[config.mk]
export PLATFORM = sky130hd
export DESIGN_NAME = serial_sample_buffer
export DESIGN_NICKNAME = d
export VERILOG_FILES = /design/src/rtl/serial_sample_pkg.sv /design/src/rtl/sample_load_tracker.sv /design/src/rtl/serial_sample_buffer.sv
export SDC_FILE = /design/constraint.sdc
export NUM_CORES = 1
export LEC_CHECK = 0
export BUFFER_PORTS_ARGS = -buffer_cell sky130_fd_sc_hd__buf_4
export CAP_MARGIN = 40
export CORE_AREA = 2 2 269 271
export CTS_CLUSTER_SIZE = 30
export DETAILED_ROUTE_END_ITERATION = 10
export DIE_AREA = 0 0 271 273
export PLACE_DENSITY_LB_ADDON = 0.08
export SLEW_MARGIN = 20
export SYNTH_ARGS = -nofsm -noshare
export SYNTH_HDL_FRONTEND = slang
export SYNTH_SLANG_ARGS = --single-unit
[constraint.sdc]
create_clock -name iClock -period 4.9 [get_ports iClock]
set_input_delay 0.49 -clock iClock [delete_from_list [all_inputs] [get_ports iClock]]
set_output_delay 0.49 -clock iClock [all_outputs]
set_load 0.02 [all_outputs]
[src/rtl/serial_sample_pkg.sv]
// Shared types and constants for the serial sample loader family.
// Also used by the sample sequencer and the evaluator scoreboard.
package serial_sample_pkg;

  typedef enum logic [1:0] {
    ST_IDLE     = 2'd0,
    ST_WRITE    = 2'd1,
    ST_CLEARING = 2'd2
  } state_t;

  localparam int DEF_DATA_W = 8;
  localparam int DEF_LANES  = 4;

  // Ceiling log2, usable in parameter expressions.
  function automatic int clog2_ceil(input int n);
    int r;
    r = 0;
    while ((1 << r) < n) r = r + 1;
    return r;
  endfunction

endpackage

[src/rtl/sample_load_tracker.sv]
// Per-element loaded bitmap with a running count of distinct loaded elements.
// An update sets the masked bits of one group; out-of-range groups are ignored.
module sample_load_tracker
  import serial_sample_pkg::*;
#(
  parameter  int LANES      = DEF_LANES,
  parameter  int NUM_GROUPS = 6,
  localparam int DEPTH      = LANES * NUM_GROUPS,
  localparam int IDX_W      = (clog2_ceil(NUM_GROUPS) > 1) ? clog2_ceil(NUM_GROUPS) : 1,
  localparam int CNT_W      = clog2_ceil(DEPTH + 1)
) (
  input  logic             clk,
  input  logic             rst,
  input  logic             i_clear,
  input  logic             i_update,
  input  logic [IDX_W-1:0] i_group,
  input  logic [LANES-1:0] i_mask,
  output logic [CNT_W-1:0] o_new_count,
  output logic [CNT_W-1:0] o_loaded_count,
  output logic             o_all_loaded
);

  logic [DEPTH-1:0] r_bitmap;
  logic [CNT_W-1:0] r_count;
  logic             r_all;
  logic [LANES-1:0] w_group_bits;
  logic [LANES-1:0] w_new_bits;
  logic             w_hit;
  logic [CNT_W-1:0] w_next_count;

  always_comb begin
    w_group_bits = '0;
    w_hit        = 1'b0;
    for (int g = 0; g < NUM_GROUPS; g++) begin
      if (i_group == IDX_W'(g)) begin
        w_group_bits = r_bitmap[g*LANES +: LANES];
        w_hit        = 1'b1;
      end
    end
  end

  assign w_new_bits = w_hit ? (i_mask & ~w_group_bits) : '0;

  always_comb begin
    o_new_count = '0;
    for (int k = 0; k < LANES; k++)
      o_new_count = o_new_count + CNT_W'(w_new_bits[k]);
  end

  assign w_next_count = r_count + o_new_count;

  always_ff @(posedge clk) begin
    if (rst || i_clear) begin
      r_bitmap <= '0;
      r_count  <= '0;
      r_all    <= 1'b0;
    end else if (i_update) begin
      for (int g = 0; g < NUM_GROUPS; g++)
        if (i_group == IDX_W'(g))
          r_bitmap[g*LANES +: LANES] <= w_group_bits | i_mask;
      r_count <= w_next_count;
      r_all   <= (w_next_count == CNT_W'(DEPTH));
    end
  end

  assign o_loaded_count = r_count;
  assign o_all_loaded   = r_all;

endmodule

[src/rtl/serial_sample_buffer.sv]
// Loads LANES-wide sample groups into three flat arrays over valid/ready,
// tracks loaded elements, and clears the arrays one group per cycle.
module serial_sample_buffer
  import serial_sample_pkg::*;
#(
  parameter  int DATA_W     = DEF_DATA_W,
  parameter  int LANES      = DEF_LANES,
  parameter  int NUM_GROUPS = 6,
  localparam int DEPTH      = LANES * NUM_GROUPS,
  localparam int IDX_W      = (clog2_ceil(NUM_GROUPS) > 1) ? clog2_ceil(NUM_GROUPS) : 1,
  localparam int CNT_W      = clog2_ceil(DEPTH + 1)
) (
  input  logic                    iClock,
  input  logic                    iReset,
  input  logic                    iClear,
  input  logic                    iWriteValid,
  output logic                    oWriteReady,
  input  logic [IDX_W-1:0]        iWriteIndex,
  input  logic [LANES-1:0]        iLaneMask,
  input  logic [LANES*DATA_W-1:0] iInputData,
  input  logic [LANES*DATA_W-1:0] iExpectedData,
  input  logic [LANES*DATA_W-1:0] iValidData,
  output logic [DEPTH*DATA_W-1:0] oInputSequences,
  output logic [DEPTH*DATA_W-1:0] oExpectedOutputs,
  output logic [DEPTH*DATA_W-1:0] oValidOutputs,
  output logic [CNT_W-1:0]        oLoadedCount,
  output logic                    oAllLoaded,
  output logic                    oIndexError
);

  state_t                  r_state;
  state_t                  w_state_next;
  logic [IDX_W-1:0]        r_grp_cnt;
  logic                    r_idx_err;
  logic [IDX_W-1:0]        r_idx;
  logic [LANES-1:0]        r_mask;
  logic [LANES*DATA_W-1:0] r_in;
  logic [LANES*DATA_W-1:0] r_exp;
  logic [LANES*DATA_W-1:0] r_vld;
  logic [DEPTH*DATA_W-1:0] r_inseq;
  logic [DEPTH*DATA_W-1:0] r_expout;
  logic [DEPTH*DATA_W-1:0] r_vldout;
  logic                    w_accept;
  logic                    w_clear_start;
  logic                    w_idx_ok;
  logic                    w_commit;
  logic [CNT_W-1:0]        w_new_count;

  assign oWriteReady   = (r_state == ST_IDLE) && !iClear && !iReset;
  assign w_accept      = oWriteReady && iWriteValid;
  assign w_clear_start = (r_state == ST_IDLE) && iClear;
  assign w_idx_ok      = int'(r_idx) < NUM_GROUPS;
  assign w_commit      = (r_state == ST_WRITE) && w_idx_ok;

  always_comb begin
    w_state_next = r_state;
    case (r_state)
      ST_IDLE: begin
        if (iClear)        w_state_next = ST_CLEARING;
        else if (w_accept) w_state_next = ST_WRITE;
      end
      ST_WRITE:    w_state_next = ST_IDLE;
      ST_CLEARING: begin
        if (r_grp_cnt == IDX_W'(NUM_GROUPS - 1)) w_state_next = ST_IDLE;
      end
      default:     w_state_next = ST_IDLE;
    endcase
  end

  always_ff @(posedge iClock) begin
    if (iReset) begin
      r_state   <= ST_IDLE;
      r_grp_cnt <= '0;
      r_idx_err <= 1'b0;
    end else begin
      r_state <= w_state_next;
      if (w_clear_start) begin
        r_grp_cnt <= '0;
        r_idx_err <= 1'b0;
      end else if (r_state == ST_CLEARING) begin
        r_grp_cnt <= r_grp_cnt + 1'b1;
      end else if ((r_state == ST_WRITE) && !w_idx_ok) begin
        r_idx_err <= 1'b1;
      end
    end
  end

  // Holding registers: payload captured at the handshake, consumed in WRITE.
  always_ff @(posedge iClock) begin
    if (w_accept) begin
      r_idx  <= iWriteIndex;
      r_mask <= iLaneMask;
      r_in   <= iInputData;
      r_exp  <= iExpectedData;
      r_vld  <= iValidData;
    end
  end

  always_ff @(posedge iClock) begin
    if (iReset) begin
      r_inseq  <= '0;
      r_expout <= '0;
      r_vldout <= '0;
    end else if (w_commit) begin
      for (int g = 0; g < NUM_GROUPS; g++) begin
        for (int k = 0; k < LANES; k++) begin
          if ((r_idx == IDX_W'(g)) && r_mask[k]) begin
            r_inseq [(g*LANES+k)*DATA_W +: DATA_W] <= r_in [k*DATA_W +: DATA_W];
            r_expout[(g*LANES+k)*DATA_W +: DATA_W] <= r_exp[k*DATA_W +: DATA_W];
            r_vldout[(g*LANES+k)*DATA_W +: DATA_W] <= r_vld[k*DATA_W +: DATA_W];
          end
        end
      end
    end else if (r_state == ST_CLEARING) begin
      for (int g = 0; g < NUM_GROUPS; g++) begin
        if (r_grp_cnt == IDX_W'(g)) begin
          r_inseq [g*LANES*DATA_W +: LANES*DATA_W] <= '0;
          r_expout[g*LANES*DATA_W +: LANES*DATA_W] <= '0;
          r_vldout[g*LANES*DATA_W +: LANES*DATA_W] <= '0;
        end
      end
    end
  end

  sample_load_tracker #(
    .LANES      (LANES),
    .NUM_GROUPS (NUM_GROUPS)
  ) u_tracker (
    .clk            (iClock),
    .rst            (iReset),
    .i_clear        (w_clear_start),
    .i_update       (w_commit),
    .i_group        (r_idx),
    .i_mask         (r_mask),
    .o_new_count    (w_new_count),
    .o_loaded_count (oLoadedCount),
    .o_all_loaded   (oAllLoaded)
  );

  assign oInputSequences  = r_inseq;
  assign oExpectedOutputs = r_expout;
  assign oValidOutputs    = r_vldout;
  assign oIndexError      = r_idx_err;

endmodule

==> results.txt <==
Min-Delay Path Class: input pin to register
EDFF count, synth: 103
Asr flop ratio synth: 0
Largest net degree at the start of global routing: 184
Skew-Pair Late Insertion Delay: 610 ps
Reg2Reg Launch Point: r_idx[0]
Sw Share: 0.222
Mapped cell area: 25800 um2
# fillers: 6683
Synth Flop Type: dfxtp_1
Arr. time, crit path: 4420 ps
Area leader, netlist: dfxtp_1
Layout Cells excl Fill: 4284
Synthesized instance count: 2691
RSZ-0062 raised after global routing: false
Netlist cell types: 52
Crit path kind: register to register
Drt via density: 5.48
Worst Setup SP: r_idx[0]
Worst Tran Pin Value: 991 ps
Final setup vio count: 0
Cell area power density: 364 nW/um2
DIE WIDTH: 271 um
Met1 Usage GRT: 0.323
Drt first-iter violations: 1836
Critical Path RT: 5450 ps
Post-CTS Setup Bufs: 0
Most frequent cell after synthesis: nor2_1
P&R area growth vs syn: 34.2%
Num ports: 691
First-pass GRT wire length: 154 mm
Warning count from the yosys run: 0
Die footprint: 74000 um2
Top cell type's share of synthesized area: 0.476
PortBufs: 690
DR WL/cell: 25.0 um
Placed wire-length estimate: 75.0 mm
Status: complete, no violations
Final Cycle Share: 0.790
First drt pass iteration count: 7
Design area: 34600 um2
Fin. Hold Viols: 0
GRT busiest layer: met2
CTS tree: done
Final setup TNS: 0 ps
Combinational power share: 0.036
Post-detailed-routing wire length: 107 mm
CTS Hold Bufs: 0
Die Y: 273 um
Leak pwr: 13.6 nW
Worst-path clk slew: 60 ps
CTS max path bufs: 3
Min-delay src: iExpectedData[4]
Endpoint type of the worst setup path: register
Reg power frac: 0.478
Clk pwr share: 0.486
Startpoint types: register
Avg Inst Size Synth: 9.57 um2
RePlAce Congestion: 0.860
P_sw: 2.80 mW
Power Internal: 9.77 mW
Setup Skew: 19.1 ps
Clock H-tree levels: 3
Post-cts resize count: 0
Inserted Clock Buffers: 79
Place WS: 1070 ps
Slew Viols, Final: 0
Remaining global-route overflow: 0
CTS Sinks: 715
Post-synth top cells: 726 x nor2_1, 612 x dfxtp_1, 323 x a31oi_1
Core ar.: 71000 um2
Seq cells post-synth: 715
Post-Place Cell Area: 31900 um2
Rel. slew slack: 0.339
Inst Count DP: 4130
Mapped Nets: 2810
Final antenna-violating net count: 0
GR Layer Usage met3: 0.0819
Initial Util: 0.363
GRT Total Usage: 0.275
Final Critical Period: 3870 ps
Share of cells above drive strength 1: 0.274
Residual DRC: 0
Sequential cell area fraction in the yosys report: 0.596
Area contributors post-synth: dfxtp_1 48%, edfxtp_1 12%, nor2_1 11%
Via count: 23500
Initial antenna violation count: 6
Worst Path Max Fanout: 23
Fmax: 258 MHz
Post-layout worst setup margin: 1030 ps
Highest ir drop seen on vdd: 0.000215 V
Met2 Use GR: 0.471
Layout Nets: 3380
Vias in the first global route: 22300
Row cnt: 98
Number of max-cap violations: 0
Root Driver: clkbuf_16
==> final timing paths <==
kind,slack (ps),to,cells after the start
setup reg to reg,1030,u_tracker.o_all_loaded,13
hold reg to reg,460,u_tracker.o_all_loaded,2
setup / recovery,1030,u_tracker.o_all_loaded,13
hold / removal,50,r_exp[4],1
==> logic make-up (layout without fill, tap and decap cells) <==
family	Yosys count	in the layout	synth area share
compound gates	661	661	0.180
xor+xnor	2	2	0.000680
fa+ha+maj	12	12	0.00641
buf+inv	269	905	0.0475
flops	715	715	0.596
mux	4	4	0.00160
other cells	0	7	0
simple gates	1028	1028	0.168
==> cell type report <==
class                   count  area, um2  share of cell area
flip-flops and latches    715      15300               0.444
multi-input cells        1707       9310               0.269
repair buffers            746       6000               0.174
clock buffers             123       2380              0.0688
well taps                 950       1190              0.0344
clock inverters            24        289             0.00836
inverters                  12       45.0             0.00130
diodes                      7       17.5            0.000507
==> per-layer routing <==
metal,share of wire,vias to the layer above
li1,-,10800
met1,0.39,11500
met2,0.49,987
met3,0.092,168
met4,0.036,0
met5,0,-
==> through the flow <==
step,hold WS [ps],power [mW],utilization
floorplan,427,6.35,-
global placement,445,6.57,0.441
detailed placement,448,6.59,0.449
CTS,11.0,12.7,0.487
global route,25.7,12.9,0.487
finish,49.9,12.6,0.487
==> power groups by stage <==
| stage | Sequential [mW] | Clock, mW | Combinational [mW] |
|---|---|---|---|
| 2_1_floorplan | 6.14 | 0 | 0.220 |
| 3_5_place_dp | 6.14 | 0 | 0.449 |
| 5_1_grt | 6.01 | 6.46 | 0.469 |
| 6_report | 6.01 | 6.11 | 0.447 |
| 3_3_place_gp | 6.14 | 0 | 0.428 |
| 4_1_cts | 6.01 | 6.22 | 0.451 |
==> flip-flops by register name, summed over array words and instances, names as in the netlist <==
name                      count
u_tracker.o_loaded_count      5
r_in                         32
r_grp_cnt                     3
oInputSequences             192
r_exp                        32
r_idx                         3
r_mask                        4
u_tracker.r_bitmap           24
u_tracker.o_all_loaded        1
r_vld                        32
oValidOutputs               192
r_state                       2
oIndexError                   1
oExpectedOutputs            192
==> cells in the final DEF, fill, tap and decap left out, types with 5 or more instances in the layout <==
cell type	n
nor2_1	719
buf_4	718
dfxtp_1	612
a31oi_1	322
nand3_1	220
edfxtp_1	103
clkbuf_16	83
o31ai_1	72
a32oi_1	72
o2bb2ai_1	64
a21oi_1	58
a2bb2o_1	32
clkbuf_1	25
o21ai_0	23
clkbuf_8	15
buf_12	13
inv_1	12
nand2_2	12
nor2_2	12
clkinv_2	11
nand2_1	10
ha_1	10
buf_16	10
nor2b_1	8
diode_2	7
nand2b_1	6
bufinv_16	6
buf_8	5
==> critical path: stages (launching register included) <==
cell,delay (ps)
edfxtp_1,850
mux2i_1,270
nor2_1,60
o22ai_1,190
o211a_1,180
ha_1,240
fa_1,520
ha_1,170
inv_1,50
fa_1,420
xnor2_1,170
nor4b_1,350
o311ai_0,210
nand2_1,110
(Power assumes the default switching activity.)
